**src/rtl/bist_defines.sv**
```systemverilog
// Shared BIST command encodings and wrapper bus widths.
// Guarded so every consumer can include it safely.
`ifndef BIST_DEFINES_SV
`define BIST_DEFINES_SV

`define BIST_OP_WIDTH          3
`define BIST_OP_SHIFT_ID       3'd1
`define BIST_OP_SHIFT_BSEL     3'd2
`define BIST_OP_SHIFT_ADDRESS  3'd3
`define BIST_OP_SHIFT_DATA     3'd4
`define BIST_OP_READ           3'd5

`define SRAM_WRAPPER_BUS_WIDTH 4
`define JTAG_DATA_REQ_WIDTH    192
`define JTAG_DATA_RES_WIDTH    256

`endif

```
**src/rtl/sram_bist_initiator_pkg.sv**
```systemverilog
// Shared constants for the SRAM BIST initiator: opcodes, widths,
// nibble counts and FSM state encodings.
`include "bist_defines.sv"

package sram_bist_initiator_pkg;

    localparam int OP_W  = `BIST_OP_WIDTH;
    localparam int NIB_W = `SRAM_WRAPPER_BUS_WIDTH;
    localparam int REQ_W = `JTAG_DATA_REQ_WIDTH;
    localparam int RES_W = `JTAG_DATA_RES_WIDTH;

    localparam logic [OP_W-1:0] OP_NOP        = '0;
    localparam logic [OP_W-1:0] OP_SHIFT_ID   = `BIST_OP_SHIFT_ID;
    localparam logic [OP_W-1:0] OP_SHIFT_BSEL = `BIST_OP_SHIFT_BSEL;
    localparam logic [OP_W-1:0] OP_SHIFT_ADDR = `BIST_OP_SHIFT_ADDRESS;
    localparam logic [OP_W-1:0] OP_SHIFT_DATA = `BIST_OP_SHIFT_DATA;
    localparam logic [OP_W-1:0] OP_READ       = `BIST_OP_READ;

    localparam int ID_W   = 8;
    localparam int BSEL_W = 8;
    localparam int ADDR_W = 16;

    localparam int NIB_ID    = ID_W / NIB_W;
    localparam int NIB_BSEL  = BSEL_W / NIB_W;
    localparam int NIB_ADDR  = ADDR_W / NIB_W;
    localparam int NIB_WDATA = REQ_W / NIB_W;
    localparam int NIB_RDATA = RES_W / NIB_W;

    localparam logic [3:0] IDLE     = 4'd0;
    localparam logic [3:0] SH_ID    = 4'd1;
    localparam logic [3:0] SH_BSEL  = 4'd2;
    localparam logic [3:0] SH_ADDR  = 4'd3;
    localparam logic [3:0] RD_ISSUE = 4'd4;
    localparam logic [3:0] RD_WAIT  = 4'd5;
    localparam logic [3:0] RD_DATA  = 4'd6;
    localparam logic [3:0] WR_DATA  = 4'd7;
    localparam logic [3:0] GAP      = 4'd8;

    // The wrapper needs at least two quiet cycles to settle.
    function automatic int gap_eff(int g);
        return (g < 2) ? 2 : g;
    endfunction

    function automatic logic [5:0] last_idx(int n);
        return 6'(n - 1);
    endfunction

endpackage

```
**src/rtl/sram_bist_initiator.sv**
```systemverilog
// Serialises one SRAM read or write into the nibble-wide BIST
// command stream and collects read data back into a 256-bit word.
module sram_bist_initiator
    import sram_bist_initiator_pkg::*;
#(
    parameter int GAP_CYCLES = 2
) (
    input  logic             clk,
    input  logic             rst_n,
    input  logic             req_valid,
    output logic             req_ready,
    input  logic             req_write,
    input  logic [7:0]       req_id,
    input  logic [7:0]       req_bsel,
    input  logic [15:0]      req_addr,
    input  logic [REQ_W-1:0] req_wdata,
    output logic             rsp_valid,
    output logic [RES_W-1:0] rsp_rdata,
    output logic [OP_W-1:0]  bist_command,
    output logic [NIB_W-1:0] bist_data,
    input  logic [NIB_W-1:0] bist_rsp_data
);

    localparam int SH_W = ID_W + BSEL_W + ADDR_W + REQ_W;

    localparam logic [5:0] ID_LAST    = last_idx(NIB_ID);
    localparam logic [5:0] BSEL_LAST  = last_idx(NIB_BSEL);
    localparam logic [5:0] ADDR_LAST  = last_idx(NIB_ADDR);
    localparam logic [5:0] WDATA_LAST = last_idx(NIB_WDATA);
    localparam logic [5:0] RDATA_LAST = last_idx(NIB_RDATA);
    localparam logic [5:0] GAP_LAST   = last_idx(gap_eff(GAP_CYCLES));

    logic [3:0]             state;
    logic [3:0]             state_n;
    logic [5:0]             cnt;
    logic [5:0]             cnt_n;
    logic                   accept;
    logic                   is_wr;
    logic                   shifting;
    logic [SH_W-1:0]        sh;
    logic [RES_W-NIB_W-1:0] rd_sh;
    logic [OP_W-1:0]        cmd_n;
    logic [NIB_W-1:0]       data_n;
    logic                   rsp_valid_n;
    logic                   rd_done;

    assign req_ready = (state == IDLE);
    assign accept    = req_valid && req_ready;

    always_comb begin
        state_n = state;
        unique case (state)
            IDLE:     if (accept) state_n = SH_ID;
            SH_ID:    if (cnt == ID_LAST) state_n = SH_BSEL;
            SH_BSEL:  if (cnt == BSEL_LAST) state_n = SH_ADDR;
            SH_ADDR: begin
                if (cnt == ADDR_LAST)
                    state_n = is_wr ? WR_DATA : RD_ISSUE;
            end
            RD_ISSUE: state_n = RD_WAIT;
            RD_WAIT:  state_n = RD_DATA;
            RD_DATA:  if (cnt == RDATA_LAST) state_n = GAP;
            WR_DATA:  if (cnt == WDATA_LAST) state_n = GAP;
            GAP:      if (cnt == GAP_LAST) state_n = IDLE;
            default:  state_n = IDLE;
        endcase
    end

    assign cnt_n = (state_n != state) ? 6'd0 : cnt + 6'd1;

    // Outputs are registered, so they are decoded from the next state.
    always_comb begin
        cmd_n    = OP_NOP;
        shifting = 1'b0;
        case (state_n)
            SH_ID: begin
                cmd_n    = OP_SHIFT_ID;
                shifting = 1'b1;
            end
            SH_BSEL: begin
                cmd_n    = OP_SHIFT_BSEL;
                shifting = 1'b1;
            end
            SH_ADDR: begin
                cmd_n    = OP_SHIFT_ADDR;
                shifting = 1'b1;
            end
            WR_DATA: begin
                cmd_n    = OP_SHIFT_DATA;
                shifting = 1'b1;
            end
            RD_ISSUE: cmd_n = OP_READ;
            RD_DATA:  cmd_n = OP_SHIFT_DATA;
            default:  cmd_n = OP_NOP;
        endcase
    end

    // The first nibble comes straight from the request bus; the rest
    // are streamed out of the captured frame.
    always_comb begin
        data_n = '0;
        if (shifting)
            data_n = accept ? req_id[ID_W-1 -: NIB_W]
                            : sh[SH_W-1 -: NIB_W];
    end

    assign rsp_valid_n = (state_n == GAP) && (state != GAP);
    assign rd_done     = (state == RD_DATA) && (state_n == GAP);

    always_ff @(posedge clk) begin
        if (!rst_n) begin
            state        <= IDLE;
            cnt          <= '0;
            bist_command <= '0;
            bist_data    <= '0;
            rsp_valid    <= 1'b0;
            rsp_rdata    <= '0;
        end else begin
            state        <= state_n;
            cnt          <= cnt_n;
            bist_command <= cmd_n;
            bist_data    <= data_n;
            rsp_valid    <= rsp_valid_n;
            if (rd_done)
                rsp_rdata <= {rd_sh, bist_rsp_data};
        end
    end

    always_ff @(posedge clk) begin
        if (accept) begin
            is_wr <= req_write;
            sh    <= {req_id, req_bsel, req_addr, req_wdata} << NIB_W;
        end else if (shifting) begin
            sh <= sh << NIB_W;
        end
        if (state == RD_DATA)
            rd_sh <= {rd_sh[RES_W-2*NIB_W-1:0], bist_rsp_data};
    end

endmodule

```
**config.mk**
```make
export PLATFORM = sky130hd
export DESIGN_NAME = sram_bist_initiator
export DESIGN_NICKNAME = d
export VERILOG_FILES = /design/src/rtl/sram_bist_initiator_pkg.sv /design/src/rtl/sram_bist_initiator.sv
export VERILOG_INCLUDE_DIRS = /design/src /design/src/rtl
export SDC_FILE = /design/constraint.sdc
export NUM_CORES = 1
export LEC_CHECK = 0
export BUFFER_PORTS_ARGS = -buffer_cell sky130_fd_sc_hd__buf_2
export CORE_ASPECT_RATIO = 0.6
export CORE_MARGIN = 2
export CORE_UTILIZATION = 52
export CTS_CLUSTER_SIZE = 14
export DETAILED_ROUTE_END_ITERATION = 12
export PLACE_DENSITY = 0.87
export SYNTH_ARGS = -nofsm -noshare
export SYNTH_HDL_FRONTEND = slang
export SYNTH_SLANG_ARGS = --single-unit
```
**constraint.sdc**
```tcl
create_clock -name clk -period 15.4 [get_ports clk]
set_input_delay 1.54 -clock clk [delete_from_list [all_inputs] [get_ports clk]]
set_output_delay 1.54 -clock clk [all_outputs]
set_load 0.01 [all_outputs]
```
==> impl_results.md, run 1 <==
* Outcome: completed
* Worst-Margin Slew at 1260 ps
* Cell Int Power at between 3 and 4 mW
* Core area at 50,600 sq um
* Net Count, Synth at between 2k and 2.5k
* Clock latency on the worst-skew pair at 590 ps
* Worst path max stage delay at a little over 800 ps
* Max_slew headroom at roughly 16%
* Sequential share of power at 55.6%
* P_leak at roughly 12 nW
* DRT Pass-1 Iters at 5
* Post-DRT Antenna Nets at 0
* Clock Power Share at between 30% and 40%
* Share of layout cells above drive strength 1 at 33.4%
* Worst path top cell family by delay: buffers and inverters
* Number of gates resized after CTS at 0
* Total GRT Usage at a little under a quarter
* TritonCTS clock tree: yes
* P_sw at around 1000 uW
* Routed WL at approximately 64,000 um
* Final core utilization at between 60 and 70%
* Max FO, Critical Path at between 70 and 80
* Worst Hold Class: reg -> reg
* Via density at 5.38
* First-pass GRT wire length at just over 90,000 um
* WL met1 at approximately 27,000 um
* CTS Buf Count at between 60 and 70
* Cts hold-fix bufs at 0
* Synth Area per Inst at around 14 sq um
* Initial DRC count at approximately 1.7k
* Dominant synthesized flop cell: edfxtp_1
* Crit path time final at around 4800 ps
* Root Buffer: clkbuf_16
* Fin. Hold Viols at 0
* Num rows at 64
* Sequential cell area fraction in the yosys report at ~74%
* Sw frac at 22.1%
* DRC viols at 0
* Hold Slack at about 440 ps
* Fill count at between 3k and 4k
* Placer congestion estimate at between 0.8 and 0.9
* R2R setup slack at roughly 11,000 ps
* H-tree depth at 3
* Clock Tree Buf Depth at 3
* Max cap viols at 0
* Slew Limit Fails at 0
* Met2 wire len at between 30,000 and 40,000 um
* I/O Buffers at about 500
* Post-Route Setup TNS at 0 ps
* Seq cells post-synth at between 700 and 800
* Total power at approximately 4.5 mW
* Pin count of the biggest net entering global routing at roughly 250
* Final HPWL DP at ~42,000 um
* Netlist cell types at between 40 and 50
* Most frequent CP cell: buf_4
* Largest family of logic cells by synthesized area: multiplexers
* I/O pins at 497
* Initial Util at between 50% and 60%
* Num Clock Sinks at between 700 and 800
* Wire per inst at 20.2 um
* Post-Synthesis Cells at about 2k
* Cells on Worst Hold Path at 0
* Post-CTS Setup Inserts at 0
* Crit path launch type: input port
* Clock transition at the registers of the reported paths at ~60 ps
* Die width at just under 300 um
* Final setup skew at 18.3 ps
* Bufs and invs on worst path at 3
* Max VDD drop at 0.108 mV
* Setup violators final at 0
* Die Ht at 179 um
* CP cell instances: buf_2 > o21ai_0 > a21oi_1 > o221ai_2 > nand2_4 > buf_4 > buf_4
* Initial antenna violation count at 4
* Slowest CP cell: buf_4
* Logic gate share of total power at under 10%
* Fin crit share at between 30% and 40%
* Wire length on met3 at about 3700 um
* CP endpoint kind: flop
* Mux contribution to synthesized area at a little under a tenth
* Fraction of registers with async set/reset at 0%
* Synth Area in Adders at 0.0944%
* WP data required at between 15,000 and 20,000 ps
* Top Layer Used: met5
* FMAX at 0.208 GHz
* Ys Warns at 0
* Type of the worst setup path: in -> reg
* Critical Path AT at around 5000 ps
* EDFF count, synth at about 470
* Layout overhead on the synthesized area at 19.2%
* Mapped Area at about 27,000 sq um
* Pwr per Cell Area at between 100 and 150 nW/um^2
* RSZ-0062 raised after global routing: no
* Simple-gate share of the synthesized area at 8.63%
* R2R Path Start: cnt[2]
* NumNets Final at 2,638
* Via count of the routed design at 17.0k
* HP Start: rd_sh[239]
* R2r endpoint: sh[83]
* Reg2reg path depth at 7
* Hold Path Sink: rd_sh[243]
* Synth Area in XOR/XNOR at 0.165%
* Complex-gate fraction of the synthesized area at 5.54%
* GRT Residual Overflow at 0
* Vias in the first global route at 16.0k
* Die area at 52,800 sq um
layout by cell type (no fill, tap or decap), drive strengths merged, types with 2 or more instances in the layout:
cell type	Yosys	layout
inv	3	8
o211ai	2	2
a21oi	259	259
dfxtp	274	274
o21bai	2	2
bufinv	0	2
mux2i	4	4
nand3b	2	2
clkinvlp	0	2
or3	2	2
xnor2	3	3
nand3	3	3
clkbuf	61	108
and2	5	5
or4	4	4
xor2	2	2
diode	0	2
nand2b	2	2
ha	2	2
and3	7	7
nor4	4	4
edfxtp	473	473
nand2	516	516
nor2	16	16
a211oi	4	4
buf	55	508
clkinv	0	7
mux2	216	216
nor3	2	2
nor3b	2	2
stage by stage:
step	cell area, sq um	setup slack (ps)	instances
2_1_floorplan	26500	3530	1943
5_1_grt	31600	10340	3153
6_report	31600	10600	3154
3_5_place_dp	29500	10040	3028
3_3_place_gp	29500	10180	3028
4_1_cts	31600	10640	3152
layer usage:
metal  GRT usage (%)  vias up
li1                -     7792
met2            36.6      633
met1            31.4     8368
met4            8.04        6
met5               0        -
met3            4.14      162
layout make-up:
cell class	count	area, sq um	area share [%]
Clock buffer	108	1900	6.02
Timing Repair Buffer	508	2580	8.18
Clock inverter	16	214	0.677
Multi-Input combinational cell	1077	6320	20.0
Antenna cell	2	5.00	0.0158
Tap cell	693	867	2.74
Inverter	3	18.8	0.0594
Sequential cell	747	19700	62.3
kinds of logic after synthesis:
logic type                 count (synthesis)
and+or+nand+nor                          571
muxes                                    220
AOI/OAI and AO/OA                        279
DFF                                      747
adders and majority gates                  2
buffers and inverters                    119
xor gates and xnor gates                   5
cell usage after synthesis (2+ instances only):
master      n  area [sq um]
nand3_1     3          15.0
nor4_4      2          42.5
or3_1       2          12.5
nand3b_1    2          15.0
nor3_1      2          10.0
nand2b_1    2          12.5
mux2i_1     4          40.0
xor2_1      2          17.5
edfxtp_1  473         14200
inv_1       3          11.3
nor2_1     16          60.1
nor4_1      2          12.5
nor3b_1     2          15.0
or4_1       4          30.0
dfxtp_1   274          5490
a21oi_1   259          1300
o211ai_1    2          15.0
ha_1        2          25.0
mux2_2    216          2430
nand2_1   516          1940
buf_2      54           270
clkbuf_1   61           229
xnor2_1     3          26.3
and2_1      5          31.3
and3_1      7          43.8
a211oi_1    4          30.0
o21bai_1    2          15.0
power by group through the flow:
stage | Clock, mW | Sequential [mW] | Combinational [mW]
after floorplan | 0 | 2.53 | 0.277
after global placement | 0 | 2.52 | 0.344
after detailed placement | 0 | 2.53 | 0.367
after CTS | 1.65 | 2.50 | 0.370
after global routing | 1.73 | 2.52 | 0.399
final | 1.63 | 2.50 | 0.368
how the worst max path moves through the flow:
stage	start	cells after the start	slack (ps)	endpoint
2_1_floorplan	state[2]	2	3530	rd_sh[0]
3_3_place_gp	req_valid	7	10180	sh[68]
4_1_cts	req_valid	7	10640	sh[82]
6_report	req_valid	7	10600	sh[83]
5_1_grt	state[0]	7	10340	sh[84]
3_5_place_dp	req_valid	7	10040	sh[76]
sequential cells by signal (all words and copies together), names as in the netlist:
register and count:
rsp_rdata 256, rd_sh 252, sh 220, cnt 6, bist_data 4, state 4, bist_command 3, is_wr 1
rsp_valid 1
No activity file was read; power rests on OpenSTA's default activity.
==> inputs of run 2 (changes only) <==
--- a/config.mk
+++ b/config.mk
@@ -6,6 +6,7 @@
 export SDC_FILE = /design/constraint.sdc
 export NUM_CORES = 1
 export LEC_CHECK = 0
+export ABC_AREA = 1
 export BUFFER_PORTS_ARGS = -buffer_cell sky130_fd_sc_hd__buf_2
 export CORE_ASPECT_RATIO = 0.6
 export CORE_MARGIN = 2
==> constraint.sdc (replaced) <==
create_clock -name clk -period 4.73 [get_ports clk]
set_input_delay 0.473 -clock clk [delete_from_list [all_inputs] [get_ports clk]]
set_output_delay 0.473 -clock clk [all_outputs]
set_load 0.01 [all_outputs]
==> impl_results.md, run 2 <==
* Outcome: completed
* Die width at 297 um
* Most area-consuming cells after synthesis: edfxtp_1, dfxtp_1, nand2_1
* Register area at 19,700 sq um
* P_leak at ~13 nW
* Clock Tree Buf Depth at 3
* Number of flip-flops in the largest register at ~260
* Pwr per Cell Area at about 520 nW/um^2
* Most common cell after layout, fill and taps aside: nand2_1
* NumNets Final at 3,122
* Synth top area share at between 50% and 60%
* Die area at roughly 53,000 sq um
* Final setup margin at between 1500 and 2000 ps
* CTS Buf Count at between 60 and 70
* Post-Route Setup TNS at 0 ps
* WP data required at around 4900 ps
* Most flops, register: rsp_rdata
* Core area at between 50,000 and 60,000 sq um
* Fin. Hold Viols at 0
* Final core utilization at 62.7%
* Fill count at between 3k and 4k
* Initial antenna violation count at 16
* Simple-gate share of the synthesized area at 18.1%
* I/O pins at 497
* Placer congestion estimate at between 0.8 and 0.9
* Hold Slack at ~61 ps
* Synth Area in Adders at less than 1%
* Post-CTS Setup Inserts at 0
* Mapped Area at around 27,000 sq um
* TritonCTS clock tree: yes
* Setup WS pre-CTS at roughly 1600 ps
* Vias in the first global route at around 18k
* Sequential cell area fraction in the yosys report at roughly 74%
* Slew Limit Fails at 0
* Max VDD drop at around 0.43 mV
* Total power at 16.6 mW
* Final setup skew at 37.9 ps
* Initial DRC count at around 2.0k
* Via count of the routed design at 18.8k
* Critical Path AT at between 3000 and 4000 ps
* Max FO, Critical Path at between 60 and 70
* Post-Synthesis Cells at 2,438
* Worst path top cell family by delay: simple AND/OR/NAND/NOR gates
* Netlist cell types at 30
* Bufs and invs on worst path at 1
* Root Buffer: clkbuf_16
* Placed cell count at approximately 3.5k
* Complex-gate fraction of the synthesized area at 4.93%
* Slowest CP cell: buf_4
* Fraction of registers with async set/reset at 0%
* Routed WL at 64,800 um
* Num Clock Sinks at roughly 750
* Synth top cells by count: nand2_1, nor2_1, edfxtp_1, dfxtp_1, o21ai_0
* Worst path max stage delay at approximately 600 ps
* Net Count, Synth at about 2.7k
* Largest family of logic cells by synthesized area: simple AND/OR/NAND/NOR gates
* Ys Warns at 0
* EDFF count, synth at 473
* Type of the worst setup path: reg -> reg
* Max cap viols at 0
* Most frequent cells in the layout: nand2_1, nor2_1, buf_2
* Biggest regs: rsp_rdata (256), rd_sh (252), sh (220)
* I/O Buffers at about 500
* Final HPWL DP at between 40,000 and 50,000 um
* Layout overhead on the synthesized area at 19.3%
* Cts hold-fix bufs at 0
* RSZ-0062 raised after global routing: no
* Most common cell in the netlist: nand2_1
* Post-DRT Antenna Nets at 0
* Via density at approximately 5.2
* Die Ht at 180 um
* DRT Pass-1 Iters at 5
* Setup violators final at 0
* Clock transition at the registers of the reported paths at about 70 ps
* GRT Residual Overflow at 0
* Number of gates resized after CTS at 0
* Pin count of the biggest net entering global routing at 163
* Dominant synthesized flop cell: edfxtp_1
* Share of layout cells above drive strength 1 at between 20% and 30%
* Clock latency on the worst-skew pair at roughly 600 ps
* Max_slew headroom at roughly 28%
* Post-Place Cell Area at 29,700 sq um
* Final Cell Area at 31,900 sq um
* Crit path time final at 3210 ps
* Wire per inst at about 18 um
* Multi-input gate area at between 6000 and 7000 sq um
* Post-Layout Cell Count at between 3k and 4k
* Num rows at between 60 and 70
* Initial Util at 52.6%
* FMAX at about 0.31 GHz
* Total GRT Usage at between 20% and 30%
* Worst Hold Class: in -> reg
* H-tree depth at 3
* CP endpoint kind: flop
* Synth Area in XOR/XNOR at 0.131%
* CP cell instances: ha_1 > nand3_2 > nor2_2 > nand2_8 > nand3_2 > nor2_4 > nand2_2 > nand2_8 > buf_4
* Cell type with the largest total area after synthesis: edfxtp_1
* Synth Area per Inst at ~11 sq um
* First-pass GRT wire length at 98,900 um
* Seq cells post-synth at roughly 750
* DRC viols at 0
* Crit path launch type: flop
* Fin crit share at 68.0%
* Mux contribution to synthesized area at less than 1%
* Worst-Margin Slew at roughly 1100 ps
==> run 2: changes by cell type after synthesis, sizes merged, moves of 4 or more <==
cell | previous run | this run
a21oi | 259 | 1
buf | 55 | 59
inv | 3 | 30
nand3 | 3 | 14
clkbuf | 61 | 73
mux2 | 216 | 0
and3 | 7 | 0
o21ai | 1 | 260
and2 | 5 | 0
nand2 | 516 | 685
or4 | 4 | 0
nor2 | 16 | 552
a211oi | 4 | 0
==> run 2: report_power, final <==
part / switching [mW] / internal, mW / total, mW
clock network: 2.43 / 2.85 / 5.28
registers: 0.329 / 8.56 / 8.89
logic: 1.74 / 0.688 / 2.42
total: 4.50 / 12.1 / 16.6
==> run 2: cell families after synthesis <==
logic type | count (synthesis)
fa+ha+maj | 2
simple gates | 1257
flops | 747
xor+xnor | 4
buf+inv | 162
compound gates | 262
mux | 4
==> run 2: routing by layer <==
metal  up-vias  GRT usage, %  wire [um]
li1       8964             -          -
met1      8974          32.6      27300
met2       712          36.6      30400
met3       170          4.70       4340
met4         8          10.4       2700
met5         -             0         55
==> run 2: layout make-up <==
class	instances	share of cell area, %
Sequential cell	747	61.7
Multi-Input combinational cell	1529	19.8
Timing Repair Buffer	513	8.44
Clock buffer	102	5.95
Tap cell	693	2.72
Clock inverter	20	0.816
Inverter	30	0.400
Antenna cell	12	0.0942
==> run 2: final timing paths <==
| kind | from | endpoint | slack [ps] | cells after the start |
|---|---|---|---|---|
| max | cnt[0] | sh[42] | 1520 | 9 |
| min | req_write | is_wr | 60 | 1 |
| max reg2reg | cnt[0] | sh[42] | 1520 | 9 |
| min reg2reg | rd_sh[212] | rd_sh[216] | 430 | 0 |
==> run 2: worst register-to-register path, delay by kind of cell, from the launching register on <==
family	cells	cell delay (ps)
fa+ha+maj	1	280
buf+inv	1	650
flops	1	350
simple gates	7	1520
